## src/rtl/loader_wr_queue.sv

```systemverilog
// Loader write queue: buffers game-loader byte writes and issues one SDRAM write per slot window.
// Optional issued-write counter enabled by defining LOADER_WRQ_STATS_EN.
module loader_wr_queue #(
  parameter int DEPTH  = 8,
  parameter int ADDR_W = 22
) (
  input  logic                     clk,
  input  logic                     reset_n,
  input  logic                     enable,
  input  logic                     slot,
  input  logic                     in_write,
  input  logic [ADDR_W-1:0]        in_addr,
  input  logic [7:0]               in_data,
  output logic                     out_we,
  output logic [ADDR_W-1:0]        out_addr,
  output logic [7:0]               out_data,
  output logic [$clog2(DEPTH):0]   level,
  output logic                     full,
  output logic                     empty,
  output logic                     overflow,
  output logic [23:0]              wr_count
);

  localparam int PW = $clog2(DEPTH);
  localparam int LW = PW + 1;
  localparam int EW = ADDR_W + 8;

  logic [EW-1:0] mem_r [DEPTH];
  logic [PW-1:0] wr_ptr_r;
  logic [PW-1:0] rd_ptr_r;
  logic          pop_s;
  logic          push_s;
  logic          drop_s;
  logic [LW-1:0] level_nxt_s;

  // Push/pop decisions; a pop needs a stored entry, so an empty queue never pops this cycle's push.
  always_comb begin
    pop_s       = 1'b0;
    push_s      = 1'b0;
    drop_s      = 1'b0;
    level_nxt_s = {LW{1'b0}};
    if (enable) begin
      pop_s  = slot && !empty;
      push_s = in_write && (!full || pop_s);
      drop_s = in_write && full && !pop_s;
      case ({push_s, pop_s})
        2'b10:   level_nxt_s = level + LW'(1);
        2'b01:   level_nxt_s = level - LW'(1);
        default: level_nxt_s = level;
      endcase
    end else begin
      level_nxt_s = {LW{1'b0}};
    end
  end

  // Entry storage; a full-queue push overwrites the slot being read this same cycle, old value is issued.
  always_ff @(posedge clk) begin
    if (push_s) begin
      mem_r[wr_ptr_r] <= {in_addr, in_data};
    end
  end

  // Pointers, level, flags and the registered SDRAM write request.
  always_ff @(posedge clk or negedge reset_n) begin
    if (!reset_n) begin
      wr_ptr_r <= {PW{1'b0}};
      rd_ptr_r <= {PW{1'b0}};
      level    <= {LW{1'b0}};
      full     <= 1'b0;
      empty    <= 1'b1;
      out_we   <= 1'b0;
      out_addr <= {ADDR_W{1'b0}};
      out_data <= 8'd0;
      overflow <= 1'b0;
    end else if (!enable) begin
      wr_ptr_r <= {PW{1'b0}};
      rd_ptr_r <= {PW{1'b0}};
      level    <= {LW{1'b0}};
      full     <= 1'b0;
      empty    <= 1'b1;
      out_we   <= 1'b0;
      overflow <= 1'b0;
    end else begin
      if (push_s) begin
        wr_ptr_r <= wr_ptr_r + PW'(1);
      end
      if (pop_s) begin
        rd_ptr_r <= rd_ptr_r + PW'(1);
        out_addr <= mem_r[rd_ptr_r][EW-1:8];
        out_data <= mem_r[rd_ptr_r][7:0];
      end
      // Write request only changes at a window boundary so it spans the whole slot period.
      if (slot) begin
        out_we <= pop_s;
      end
      if (drop_s) begin
        overflow <= 1'b1;
      end
      level <= level_nxt_s;
      full  <= (level_nxt_s == LW'(DEPTH));
      empty <= (level_nxt_s == {LW{1'b0}});
    end
  end

`ifdef LOADER_WRQ_STATS_EN
  logic [23:0] wr_count_r;

  // Counts issued writes; wraps naturally at 2^24.
  always_ff @(posedge clk or negedge reset_n) begin
    if (!reset_n) begin
      wr_count_r <= 24'd0;
    end else if (!enable) begin
      wr_count_r <= 24'd0;
    end else if (pop_s) begin
      wr_count_r <= wr_count_r + 24'd1;
    end else begin
      wr_count_r <= wr_count_r;
    end
  end

  assign wr_count = wr_count_r;
`else
  assign wr_count = 24'd0;
`endif

endmodule

```

## config.mk

```make
export PLATFORM = sky130hd
export DESIGN_NAME = loader_wr_queue
export DESIGN_NICKNAME = d
export VERILOG_FILES = /design/src/rtl/loader_wr_queue.sv
export SDC_FILE = /design/constraint.sdc
export NUM_CORES = 1
export LEC_CHECK = 0
export CAP_MARGIN = 20
export CORE_MARGIN = 2
export CORE_UTILIZATION = 57
export DETAILED_ROUTE_END_ITERATION = 12
export DONT_BUFFER_PORTS = 1
export PLACE_DENSITY = 0.79
export SLEW_MARGIN = 20
export SYNTH_ARGS = -nofsm -noshare
export SYNTH_HDL_FRONTEND = slang
export SYNTH_SLANG_ARGS = --single-unit
```

## constraint.sdc

```tcl
create_clock -name clk -period 3.4 [get_ports clk]
set_input_delay 0.68 -clock clk [delete_from_list [all_inputs] [get_ports clk]]
set_output_delay 0.68 -clock clk [all_outputs]
set_load 0.005 [all_outputs]
```

### Word-level counts from Yosys, hierarchy flattened

Memories as Yosys holds them, arrays and structs flattened. A register that Yosys moved wholly into a read port is not among the register bits.
Index checks and enable logic that the tools add are counted.

| operators by class | value |
|---|---|
| add/sub/neg operators | 4 |
| $mul | 0 |
| divide/modulo/power cells | 0 |
| order comparisons | 0 |
| eq/ne operators | 7 |
| shift operators | 0 |
| muxes and demuxes | 18 |
| bitwise logic cells | 0 |
| reductions and logical operators | 11 |

Operators by type and width:

| kind | number |
|---|---|
| 2-to-1 mux 3 bit | 4 |
| 2-to-1 mux 1 bit | 11 |
| 2-to-1 mux 4 bit | 2 |
| inequality test 2 x 1 -> 1 bit (second input constant) | 4 |
| one-hot mux 4 bit (2 select lines) | 1 |
| adder 3 x 1 -> 3 bit (second input constant) | 2 |
| adder 4 x 1 -> 4 bit (second input constant) | 1 |
| == test 4 bit (second input constant) | 1 |
| logical AND 1 bit | 4 |
| logical NOT 1 bit | 4 |
| logical NOT 4 bit | 1 |
| subtractor 4 x 1 -> 4 bit (second input constant) | 1 |
| == test 2 x 1 -> 1 bit (second input constant) | 1 |
| == test 2 bit (second input constant) | 1 |
| AND reduction 2 bit | 1 |
| logical OR 1 bit | 1 |

| storage, ports and cells | value |
|---|---|
| flip-flop bits (word level) | 14 |
| latch bits | 0 |
| memory bits (writable) | 240 |
| bits in read-only memories | 0 |
| bits of input ports | 35 |
| output and inout bits | 62 |
| word-level logic and storage cells | 48 |
| memories | 1 |

Memory list:

| name | words | bits a word | read ports | clocked after Yosys merged registers in | write ports | line | source |
|---|---|---|---|---|---|---|---|
| mem_r | 8 | 30 | 1 | 1 | 1 | 28 | `logic [EW-1:0] mem_r [DEPTH];` |

### Depth between registers and ports, before layout

| depth | value |
|---|---|
| depth in word-level cells | 9 |
| depth in mapped cells | 11 |
| gate-level depth less buffers | 10 |

### Worst setup path after synthesis

No wires, ideal clock.

| path | value |
|---|---|
| path type | input-to-reg |
| from | input port slot |
| to | memory mem_r[0][0] (netlist name), enable pin |
| arrival time | 3.412 ns |
| path slack | -0.466 ns |
| stages on the path | 4 |
| cell sequence | nand2b_1 -> a21boi_1 -> nand3b_1 -> nor3_1 |

| on the way | value |
|---|---|
| word-level cells in the longest chain between the ends | 6 |

Ends and longest elaborated chain:

| element | line | source |
|---|---|---|
| from (decl) | 10 | `input logic slot,` |
| logical AND 1 bit | 43 | `pop_s = slot && !empty;` |
| logical OR 1 bit | 44 | `push_s = in_write && (!full \|\| pop_s);` |
| logical AND 1 bit | 44 |  |
| 2-to-1 mux 1 bit | 42 | `if (enable) begin` |
| 2-to-1 mux 1 bit | 58 | `if (push_s) begin` |
| 2-to-1 mux 1 bit (not written as such) | 59 | `mem_r[wr_ptr_r] <= {in_addr, in_data};` |
| to (decl) | 28 |  |

Every way passes these cells.

### Final worst setup path

| path | value |
|---|---|
| from | register empty |
| to | register full |

| on the way | value |
|---|---|
| word-level cells in the longest chain between the ends | 9 |
| elaborated cells between the ends (all ways) | 10 |

Ends and longest elaborated chain:

| element | line | source |
|---|---|---|
| from (decl) | 19 | `output logic empty,` |
| from (signal assigned) | 101 | `empty <= (level_nxt_s == {LW{1'b0}});` |
| logical NOT 1 bit * | 43 |  |
| logical AND 1 bit * | 43 |  |
| logical OR 1 bit | 44 |  |
| logical AND 1 bit | 44 |  |
| == test 2 x 1 -> 1 bit or == test 2 bit (tied branches) | 46 | `case ({push_s, pop_s})` |
| one-hot mux 4 bit (2 select lines) * | 46 |  |
| 2-to-1 mux 4 bit * | 42 |  |
| == test 4 bit * | 100 | `full <= (level_nxt_s == LW'(DEPTH));` |
| 2-to-1 mux 1 bit * | 75 | `end else if (!enable) begin` |
| to (signal assigned) | 100 |  |
| to (decl) | 18 | `output logic full,` |

Every way passes the cells marked *; elsewhere a longest branch is shown, timed or not.
A chain may end at the register's enable or synchronous reset.

==> flow_metrics.tcl <==
set metrics [dict create \
    status "finished, final reports clean" \
    synthArstFlopShare_pct 15.5 \
    synth_top_cell_by_area "edfxtp_1" \
    syn2layout_area_growth_pct 10.4 \
    pre_cts_ws_ps 434 \
    grt_pass1_wl_mm 31.3 \
    avgSynthCellArea_um2 19.8 \
    synth.area.top_cells "edfxtp_1 65%, mux4_2 12%, dfrtp_1 9.7%, mux2i_1 3.0%, buf_4 1.7%" \
    cap_violations 0 \
    cts_post_setup_buffers_inserted 0 \
    p_per_area_mw_per_mm2 646 \
    synth_edf_count 240 \
    cp.required_ps 3820 \
    crit_fanout 8 \
    power.switching_mw 1.86 \
    post_cts_resized 0 \
    maxSlewHeadroom_pct 27.4 \
    crit_top_cell "ha_1" \
    die_area_mm2 0.0205 \
    setup_viol 0 \
    vias 5056 \
    antenna_cells_inserted 0 \
    max_clock_freq_mhz 356 \
    period_needed_ps 2810 \
    yosys_warnings 0 \
    clockBufferDepth 3 \
    drv_slew 0 \
    seqPwrFrac_pct 54.2 \
    drt_pass1_iterations 5 \
    fin_setup_tns_ps 0 \
    track_usage_pct 20.6 \
    yosys_register_bits 284 \
    grt_max_degree 61 \
    ys_seq_area_share_pct 75.1 \
    dieWidth_um 143 \
    seq_area_mm2 0.00832 \
    cts_tree "built" \
    crit_path_max_incr_delay_ps 540 \
    rsz0062_at_grt "false" \
    start_util_pct 58.6 \
    criticalPathCategory "flip-flop to flip-flop" \
    dp_hpwl_mm 11.7 \
    rows 50 \
    clkSlewWorstSetupHoldPaths_ps 70 \
    worst_pin_slew_ps 1090 \
    arrival_ps 3230 \
    gr-total-overflow 0 \
    skew_ps 10.5 \
    synth_cell_types 38 \
    grt_pass1_vias 5444 \
    min_period_over_period_pct 82.5 \
    cp_cell_sequence "nand2b_1 -> a21boi_1 -> buf_4 -> inv_1 -> ha_1 -> xor2_1 -> ha_1 -> a21oi_1 -> mux2i_1 -> xnor2_1 -> nor4b_4" \
    multi_input_area_mm2 0.00256 \
    nets 613 \
    drtAntennaViolNets 0 \
    io-pin-count 97 \
    cts_root_buffer "clkbuf_16" \
    port_buffers 0 \
    p_clk_share_pct 35.1 \
    ir_drop_uv 389 \
    drive_gt1_share_pct 22.6 \
    start_kind "flip-flop" \
    chipHeight_um 143 \
    syn-cell-area_mm2 0.0111 \
    yosysTopAreaCellShare_pct 65.1 \
    leakage_nw 4.00 \
    clkLatencyLatePin_ps 520 \
    switching_share_pct 23.6 \
    routed_via_density 5.93 \
    pwr-share-comb_pct 10.7 \
    fill_cells 1231 \
    synth_flop_cell "edfxtp_1" \
    numCtsBuffers 27 \
    synthCells 558 \
    core_area_mm2 0.0189 \
    intPower_mw 6.04 \
    routed_wl_mm 20.2 \
    endpoint_kind "flip-flop" \
    route.detailed.drc 0 \
    antenna_found_initial 0 \
    wl_per_cell_um 23.7 \
    min_path_type "input pin to async pin" \
    clkSinkCount 284 \
    layout_setup_ws_ps 594 \
    crit_slowest_cell "dfstp_2" \
    cts_max_level 1 \
    gp_congestion 0.802 \
    hold_viol 0 \
    drt_iter0_drc 412 \
]
[cell families (layout without fill, tap and decap cells)]
logic type,after synthesis,after routing,share of synthesized area (%)
XOR/XNOR,7,7,0.554
buffers and inverters,56,67,3.28
AND/OR/NAND/NOR,68,68,2.87
adder cells (fa/ha/maj),5,5,0.565
AO/OA/AOI/OAI,44,44,2.43
multiplexers,93,93,15.2
other,1,24,0.0339
flip-flops,284,284,75.1
[flip-flops by register name, indices dropped and copies added (netlist names)]
signal and count:
empty 1, full 1, level 4, mem_r 240, out_addr 22, out_data 8, out_we 1, overflow 1
rd_ptr_r 3, wr_ptr_r 3
[worst max-delay path: cells and delay by family, from the launching register on]
kind | cells | cell delay [ps]
AOI/OAI and AO/OA | 2 | 260
xor gates and xnor gates | 2 | 320
adders and majority gates | 2 | 510
buffers and inverters | 2 | 240
DFF | 1 | 540
muxes | 1 | 270
and+or+nand+nor | 2 | 560
[cells in the final DEF (no fill, tap or decap), drive strengths merged, types with 11 or more instances in the layout]
cell type  instances
buf               14
clkbuf            35
clkinv            11
conb              24
dfrtp             43
edfxtp           240
mux2i             33
mux4              60
nand2             35
nor2              18
o21ai             30
[path summary, 6_finish.rpt]
kind / startpoint / end / slack (ps) / cells past startpoint
max: empty / full / 590 / 11
min: reset_n / level[2] / 9 / 1
max reg2reg: empty / full / 590 / 11
min reg2reg: out_addr[8] / out_addr[8] / 510 / 2
max in group asynchronous: reset_n / empty / 3130 / 1
min in group clk: enable / empty / 210 / 1
[area by class of cell]
class / count / share of cell area [%]
Sequential cell: 284 / 68.0
Multi-Input combinational cell: 241 / 20.9
Clock buffer: 35 / 5.94
Tap cell: 260 / 2.66
Timing Repair Buffer: 14 / 1.54
Clock inverter: 13 / 0.757
Inverter: 5 / 0.154
[Yosys cell counts, drive strengths merged, types with 5 or more instances]
cell type / n
edfxtp: 240
mux4: 60
dfrtp: 43
buf: 42
nand2: 35
mux2i: 33
o21ai: 30
nor2: 18
clkbuf: 9
ha: 5
inv: 5
[stage by stage]
| step | instances | area [um^2] | hold slack, ps | utilization (%) | total power [mW] |
|---|---|---|---|---|---|
| floorplan | 581 | 11200 | 384 | - | 4.99 |
| global placement | 803 | 11400 | 385 | 60.2 | 5.13 |
| detailed placement | 803 | 11400 | 385 | 60.2 | 5.18 |
| CTS | 852 | 12200 | 1.67 | 64.7 | 7.97 |
| global route | 852 | 12200 | 18.7 | 64.7 | 8.20 |
| finish | 852 | 12200 | 8.72 | 64.7 | 7.90 |
[repair_timing]
action                                 4_1_cts  5_1_grt
endpoints found under the hold margin       44        0
setup endpoints to repair                    0        0
hold buffers                                 1        0
[layer usage]
metal,vias to the layer above,global-route usage [%],wire length [um]
met5,-,0,0
met4,0,7.33,507
met3,38,4.23,1560
met2,209,34.3,10200
met1,2628,27.5,7920
li1,2181,-,-
[power groups by stage]
stage          combinational (mW)  sequential, mW  clock, mW
3_3_place_gp                0.791            4.34          0
5_1_grt                     0.941            4.31       2.95
6_report                    0.844            4.28       2.77
3_5_place_dp                0.827            4.35          0
4_1_cts                     0.855            4.28       2.83
2_1_floorplan               0.751            4.24          0
No activity file was read; power rests on OpenSTA's default activity.
